==> config.mk <==
export PLATFORM = sky130hd
export DESIGN_NAME = psram_qpi_responder
export DESIGN_NICKNAME = d
export VERILOG_FILES = /design/src/rtl/psram_qpi_responder.sv
export SDC_FILE = /design/constraint.sdc
export NUM_CORES = 2
export LEC_CHECK = 0
export CAP_MARGIN = 10
export CORE_MARGIN = 10
export CORE_UTILIZATION = 30
export DETAILED_ROUTE_END_ITERATION = 7
export SYNTH_ARGS = -nofsm -noshare
export SYNTH_HDL_FRONTEND = slang
export SYNTH_SLANG_ARGS = --single-unit
==> constraint.sdc <==
create_clock -name mem_clk -period 9.5 [get_ports mem_clk]
set_input_delay 1.9 -clock mem_clk [delete_from_list [all_inputs] [get_ports mem_clk]]
set_output_delay 1.9 -clock mem_clk [all_outputs]
set_load 0.03 [all_outputs]
==> src/rtl/psram_qpi_responder.sv <==
// rtl/psram_qpi_responder.sv - device-side PSRAM model answering SPI init and QPI read/write frames
module psram_qpi_responder #(
    parameter int ADDR_W      = 8,
    parameter int WAIT_CYCLES = 6
) (
    input  logic       mem_clk,
    input  logic       rst_n,
    input  logic       mem_ce,
    input  logic [3:0] sio_in,
    output logic [3:0] sio_out,
    output logic       sio_oe,
    output logic       qpi_mode,
    output logic       rsten_armed,
    output logic [7:0] last_cmd,
    output logic       wr_done
);

    localparam int CW_RAW = $clog2(12 + WAIT_CYCLES + 1);
    localparam int CW     = (CW_RAW < 4) ? 4 : CW_RAW;

    localparam logic [CW-1:0] N7         = CW'(7);
    localparam logic [CW-1:0] N11        = CW'(11);
    localparam logic [CW-1:0] N_WAIT_END = CW'(7 + WAIT_CYCLES);
    localparam logic [CW-1:0] N_RD_END   = CW'(11 + WAIT_CYCLES);
    localparam logic [CW-1:0] N_MAX      = '1;

    localparam logic [7:0] OP_RSTEN = 8'h66;
    localparam logic [7:0] OP_RST   = 8'h99;
    localparam logic [7:0] OP_QPIEN = 8'h35;
    localparam logic [7:0] OP_READ  = 8'hEB;
    localparam logic [7:0] OP_WRITE = 8'h38;

    typedef enum logic [2:0] {
        IDLE,
        SPI_CMD,
        Q_CMD,
        Q_ADDR,
        Q_WAIT,
        Q_RDATA,
        Q_WDATA,
        DRAIN
    } state_t;

    state_t              state;
    logic [CW-1:0]       cnt;
    logic [7:0]          op;
    logic [ADDR_W-1:0]   addr;
    logic [11:0]         wdata;
    logic [15:0]         rd_word;
    logic [15:0]         mem [0:(2**ADDR_W)-1];

    logic [7:0]          spi_op;
    logic [7:0]          qpi_op;
    logic [ADDR_W-1:0]   addr_next;
    logic                mem_we;
    logic [15:0]         wr_word;

    // Only the low ADDR_W address bits are kept, which gives the modulo aliasing for free.
    assign spi_op    = {op[6:0], sio_in[0]};
    assign qpi_op    = {op[3:0], sio_in};
    assign addr_next = ADDR_W'({addr, sio_in});
    assign wr_word   = {wdata, sio_in};
    assign mem_we    = !mem_ce && (state == Q_WDATA) && (cnt == N11);

    // Returns {qpi_mode, rsten_armed}; 35h only enables QPI when it arrives as an SPI opcode.
    function automatic logic [1:0] decode(input logic [7:0] code, input logic qpi_cur,
                                          input logic armed_cur, input logic in_qpi);
        logic [1:0] res;
        res = {qpi_cur, 1'b0};
        if (code == OP_RSTEN) begin
            res = {qpi_cur, 1'b1};
        end else if (code == OP_RST) begin
            res = armed_cur ? 2'b00 : {qpi_cur, armed_cur};
        end else if (code == OP_QPIEN && !in_qpi) begin
            res = 2'b10;
        end
        return res;
    endfunction

    always_ff @(posedge mem_clk) begin
        if (mem_we) begin
            mem[addr] <= wr_word;
        end
    end

    always_ff @(posedge mem_clk or negedge rst_n) begin
        if (!rst_n) begin
            state       <= IDLE;
            cnt         <= '0;
            op          <= '0;
            addr        <= '0;
            wdata       <= '0;
            rd_word     <= '0;
            sio_out     <= '0;
            sio_oe      <= 1'b0;
            qpi_mode    <= 1'b0;
            rsten_armed <= 1'b0;
            last_cmd    <= '0;
            wr_done     <= 1'b0;
        end else begin
            wr_done <= 1'b0;
            sio_oe  <= 1'b0;
            if (mem_ce) begin
                state <= IDLE;
                cnt   <= '0;
            end else begin
                if (cnt != N_MAX) begin
                    cnt <= cnt + 1'b1;
                end
                case (state)
                    IDLE: begin
                        if (qpi_mode) begin
                            op    <= {4'h0, sio_in};
                            state <= Q_CMD;
                        end else begin
                            op    <= {7'h00, sio_in[0]};
                            state <= SPI_CMD;
                        end
                    end
                    SPI_CMD: begin
                        op <= spi_op;
                        if (cnt == N7) begin
                            last_cmd                  <= spi_op;
                            {qpi_mode, rsten_armed}   <= decode(spi_op, qpi_mode, rsten_armed, 1'b0);
                            state                     <= DRAIN;
                        end
                    end
                    Q_CMD: begin
                        op                      <= qpi_op;
                        last_cmd                <= qpi_op;
                        {qpi_mode, rsten_armed} <= decode(qpi_op, qpi_mode, rsten_armed, 1'b1);
                        state <= (qpi_op == OP_READ || qpi_op == OP_WRITE) ? Q_ADDR : DRAIN;
                    end
                    Q_ADDR: begin
                        addr <= addr_next;
                        if (cnt == N7) begin
                            if (op == OP_READ) begin
                                rd_word <= mem[addr_next];
                                state   <= (WAIT_CYCLES == 0) ? Q_RDATA : Q_WAIT;
                            end else begin
                                state <= Q_WDATA;
                            end
                        end
                    end
                    Q_WAIT: begin
                        if (cnt == N_WAIT_END) begin
                            state <= Q_RDATA;
                        end
                    end
                    Q_RDATA: begin
                        sio_oe  <= 1'b1;
                        sio_out <= rd_word[15:12];
                        rd_word <= {rd_word[11:0], 4'h0};
                        if (cnt == N_RD_END) begin
                            state <= DRAIN;
                        end
                    end
                    Q_WDATA: begin
                        wdata <= {wdata[7:0], sio_in};
                        if (cnt == N11) begin
                            wr_done <= 1'b1;
                            state   <= DRAIN;
                        end
                    end
                    default: begin
                    end
                endcase
            end
        end
    end

endmodule

==> impl_metrics.json <==
{
  "instances_no_fill": 15371,
  "grt.total_usage_pct": 15.3,
  "pre_cts_ws_ps": 2990,
  "tightest_slew_ps": 1280,
  "critPathKind": "input pin to register",
  "syn_avg_cell_area_um2": 21.8,
  "place_inst": 14571,
  "cpMaxStageDelayCell": "a221oi_1",
  "clockBufferDepth": 4,
  "cts_max_level": 5,
  "insertion_delay_ps": 990,
  "leakage_nw": 60.7,
  "ys_top_cells_by_area": "edfxtp_1 76%, mux4_2 13%, mux2i_1 1.7%",
  "synth_edf_count": 4096,
  "grt_setup_unrepaired": "false",
  "r2r_slack_ps": 4660,
  "synth.top_cell.area_share_pct": 76.3,
  "regToRegStartpoint": "state[0]",
  "regArea_um2": 125000,
  "hp-class": "register to register",
  "num_rows": 269,
  "timing.final.ws_setup_ps": 3720,
  "status": "completed",
  "crit_fanout": 115,
  "layout.nets": 7833,
  "yosys_register_bits": 4164,
  "drt_wl_total_um": 453000,
  "tns_ps": 0,
  "yosys.area.top_type": "edfxtp_1",
  "reg2regPathDepth": 7,
  "yosysWarningCount": 0,
  "synthDistinctLibCells": 77,
  "core_um2": 536000,
  "timing.final.crit_share_pct": 60.8,
  "crit_path_end_kind": "register",
  "crit_chain": "buf_8, buf_12, nor2b_4, buf_4, a21oi_1, a221oi_1, o221ai_1, nand4b_1, a31oi_1",
  "power_density_nw_per_um2": 226,
  "drive_above_1_share_pct": 26.5,
  "final_common_cell": "edfxtp_1",
  "layout_common_cells": "4096 x edfxtp_1, 965 x mux4_2, 427 x clkbuf_16, 367 x buf_4, 276 x mux2i_1",
  "cts.sinks": 4164,
  "root_buffer": "clkbuf_16",
  "cts_buffers": 421,
  "hold_depth": 1,
  "path_clk_slew_ps": 60,
  "dieWidth_um": 753,
  "synthesis.instances": 7398,
  "drtIter0Drc": 12211,
  "dp_hpwl_um": 267000,
  "grt_antenna_before_repair": 36,
  "fillers": 49387,
  "synth_ff_type": "edfxtp_1",
  "die_area_um2": 567000,
  "ios": 23,
  "setup_viol_count_final": 0,
  "drv_slew": 0,
  "place_area_um2": 171000,
  "drc": 0,
  "areaGrowthSynthToFinish_pct": 14.9,
  "hold_buffers": 0,
  "die_h_um": 753,
  "grt_max_degree": 193,
  "peakVddDrop_v": 0.000228,
  "async_flop_share_pct": 1.63,
  "antenna_left": 0,
  "cts_tree": "done",
  "dr.pass1.iters": 6,
  "io_buffers": 22,
  "holdPathEnd": "sio_out[2]",
  "maxCapViolCount": 0,
  "clock.fmax_ghz": 0.173,
  "grt_pass1_vias": 80129,
  "max-slew-margin-rel_pct": 14.4,
  "skew_ps": 69.4,
  "num_vias": 81010,
  "ys_seq_area_share_pct": 77.4,
  "cts-resized-gates": 0,
  "avgViaCountPerCell": 5.27,
  "routabilityCongestion": 0.863,
  "overflow": 0,
  "wl_per_cell_um": 29.4,
  "slowest_delay_ps": 870,
  "post-cts-setup-buffer-count": 0,
  "start_kind": "input pin",
  "final_cell_area_um2": 185000,
  "rr_endpoint": "mem[54][7]",
  "syn_nets": 7408,
  "hold_start": "sio_out[2]",
  "min_period_ps": 5780,
  "synth.cell_area_um2": 161000,
  "initial_utilization_pct": 30.1,
  "multi_input_area_um2": 33900,
  "grt_pass1_wl_um": 635000,
  "cp.required_ps": 10320,
  "cp.arrival_ps": 6600,
  "finalHoldViolCount": 0
}
-- where the power goes --
group          internal, mW  switching [mW]
logic                  1.06            3.29
registers              20.8           0.361
clock network          9.31            6.99
-- through the flow --
stage | power [mW] | hold WS [ps] | util (%)
detailed placement | 25.8 | 495 | 32.0
global route | 42.9 | 513 | 34.5
floorplan | 23.5 | 442 | -
CTS | 42.0 | 509 | 34.5
finish | 41.8 | 509 | 34.5
global placement | 25.7 | 493 | 31.9
-- how the worst max path moves through the flow --
stage | from | end | slack, ps | cells after the start
global route | sio_in[0] | rd_word[11] | 3880 | 10
floorplan | mem_ce | mem[105][0] | 5200 | 7
CTS | sio_in[0] | rd_word[11] | 4030 | 10
detailed placement | sio_in[1] | rd_word[5] | 2990 | 9
finish | sio_in[1] | rd_word[5] | 3720 | 9
global placement | sio_in[3] | rd_word[6] | 1820 | 10
-- cell usage after synthesis, drive strengths merged (6+ instances only) --
cell        n
a22o       20
a32oi      25
mux2       68
nor3       28
a41oi      11
o211ai     10
inv        12
a2111oi    11
and3        7
o2111ai    11
mux4      973
or3        11
nand3      75
nand3b      6
or4         7
mux2i     276
nand4b      7
clkbuf    174
a21oi     126
nand4      13
nor2b      27
nor4       13
a31oi      26
nand2     257
nand2b     11
a211oi     34
a22oi     158
a211o       7
edfxtp   4096
o22ai      42
o21ai      95
dfrtp      68
buf       256
nor2      331
a221oi     32
-- registers in the layout, indices dropped and copies added (netlist names), 3 cells and up --
signal and count:
rd_word 16, wdata 12, addr 8, sio_out 4, cnt 5, last_cmd 8, mem 4096, op 8
state 3
-- final cells by class --
| type | count | share of cell area (%) |
|---|---|---|
| well taps | 7181 | 4.85 |
| clock buffers | 533 | 6.05 |
| multi-input cells | 2792 | 18.3 |
| flip-flops and latches | 4164 | 67.4 |
| diodes | 17 | 0.0230 |
| inverters | 12 | 0.0311 |
| repair buffers | 432 | 2.06 |
| clock inverters | 240 | 1.23 |
-- logic make-up after synthesis --
group	after synthesis	synth area share, %
flops	4164	77.4
buf+inv	442	1.75
xor+xnor	3	0.0163
fa+ha+maj	3	0.0233
compound gates	647	2.74
simple gates	822	2.26
mux	1317	15.8
-- critical path, delay by kind of cell --
| kind | cells | cell delay, ps |
|---|---|---|
| AOI/OAI and AO/OA | 4 | 2100 |
| and+or+nand+nor | 2 | 820 |
| buffers and inverters | 3 | 1590 |
-- per-layer routing --
layer | up-vias | track usage (%) | share of wire [%]
met1 | 43597 | 21.1 | 39
met4 | 10 | 5.30 | 3.9
met3 | 808 | 3.31 | 10
li1 | 32023 | - | -
met2 | 4572 | 24.1 | 46
met5 | - | 0 | 0.016
Power figures use the tool's default switching activity.
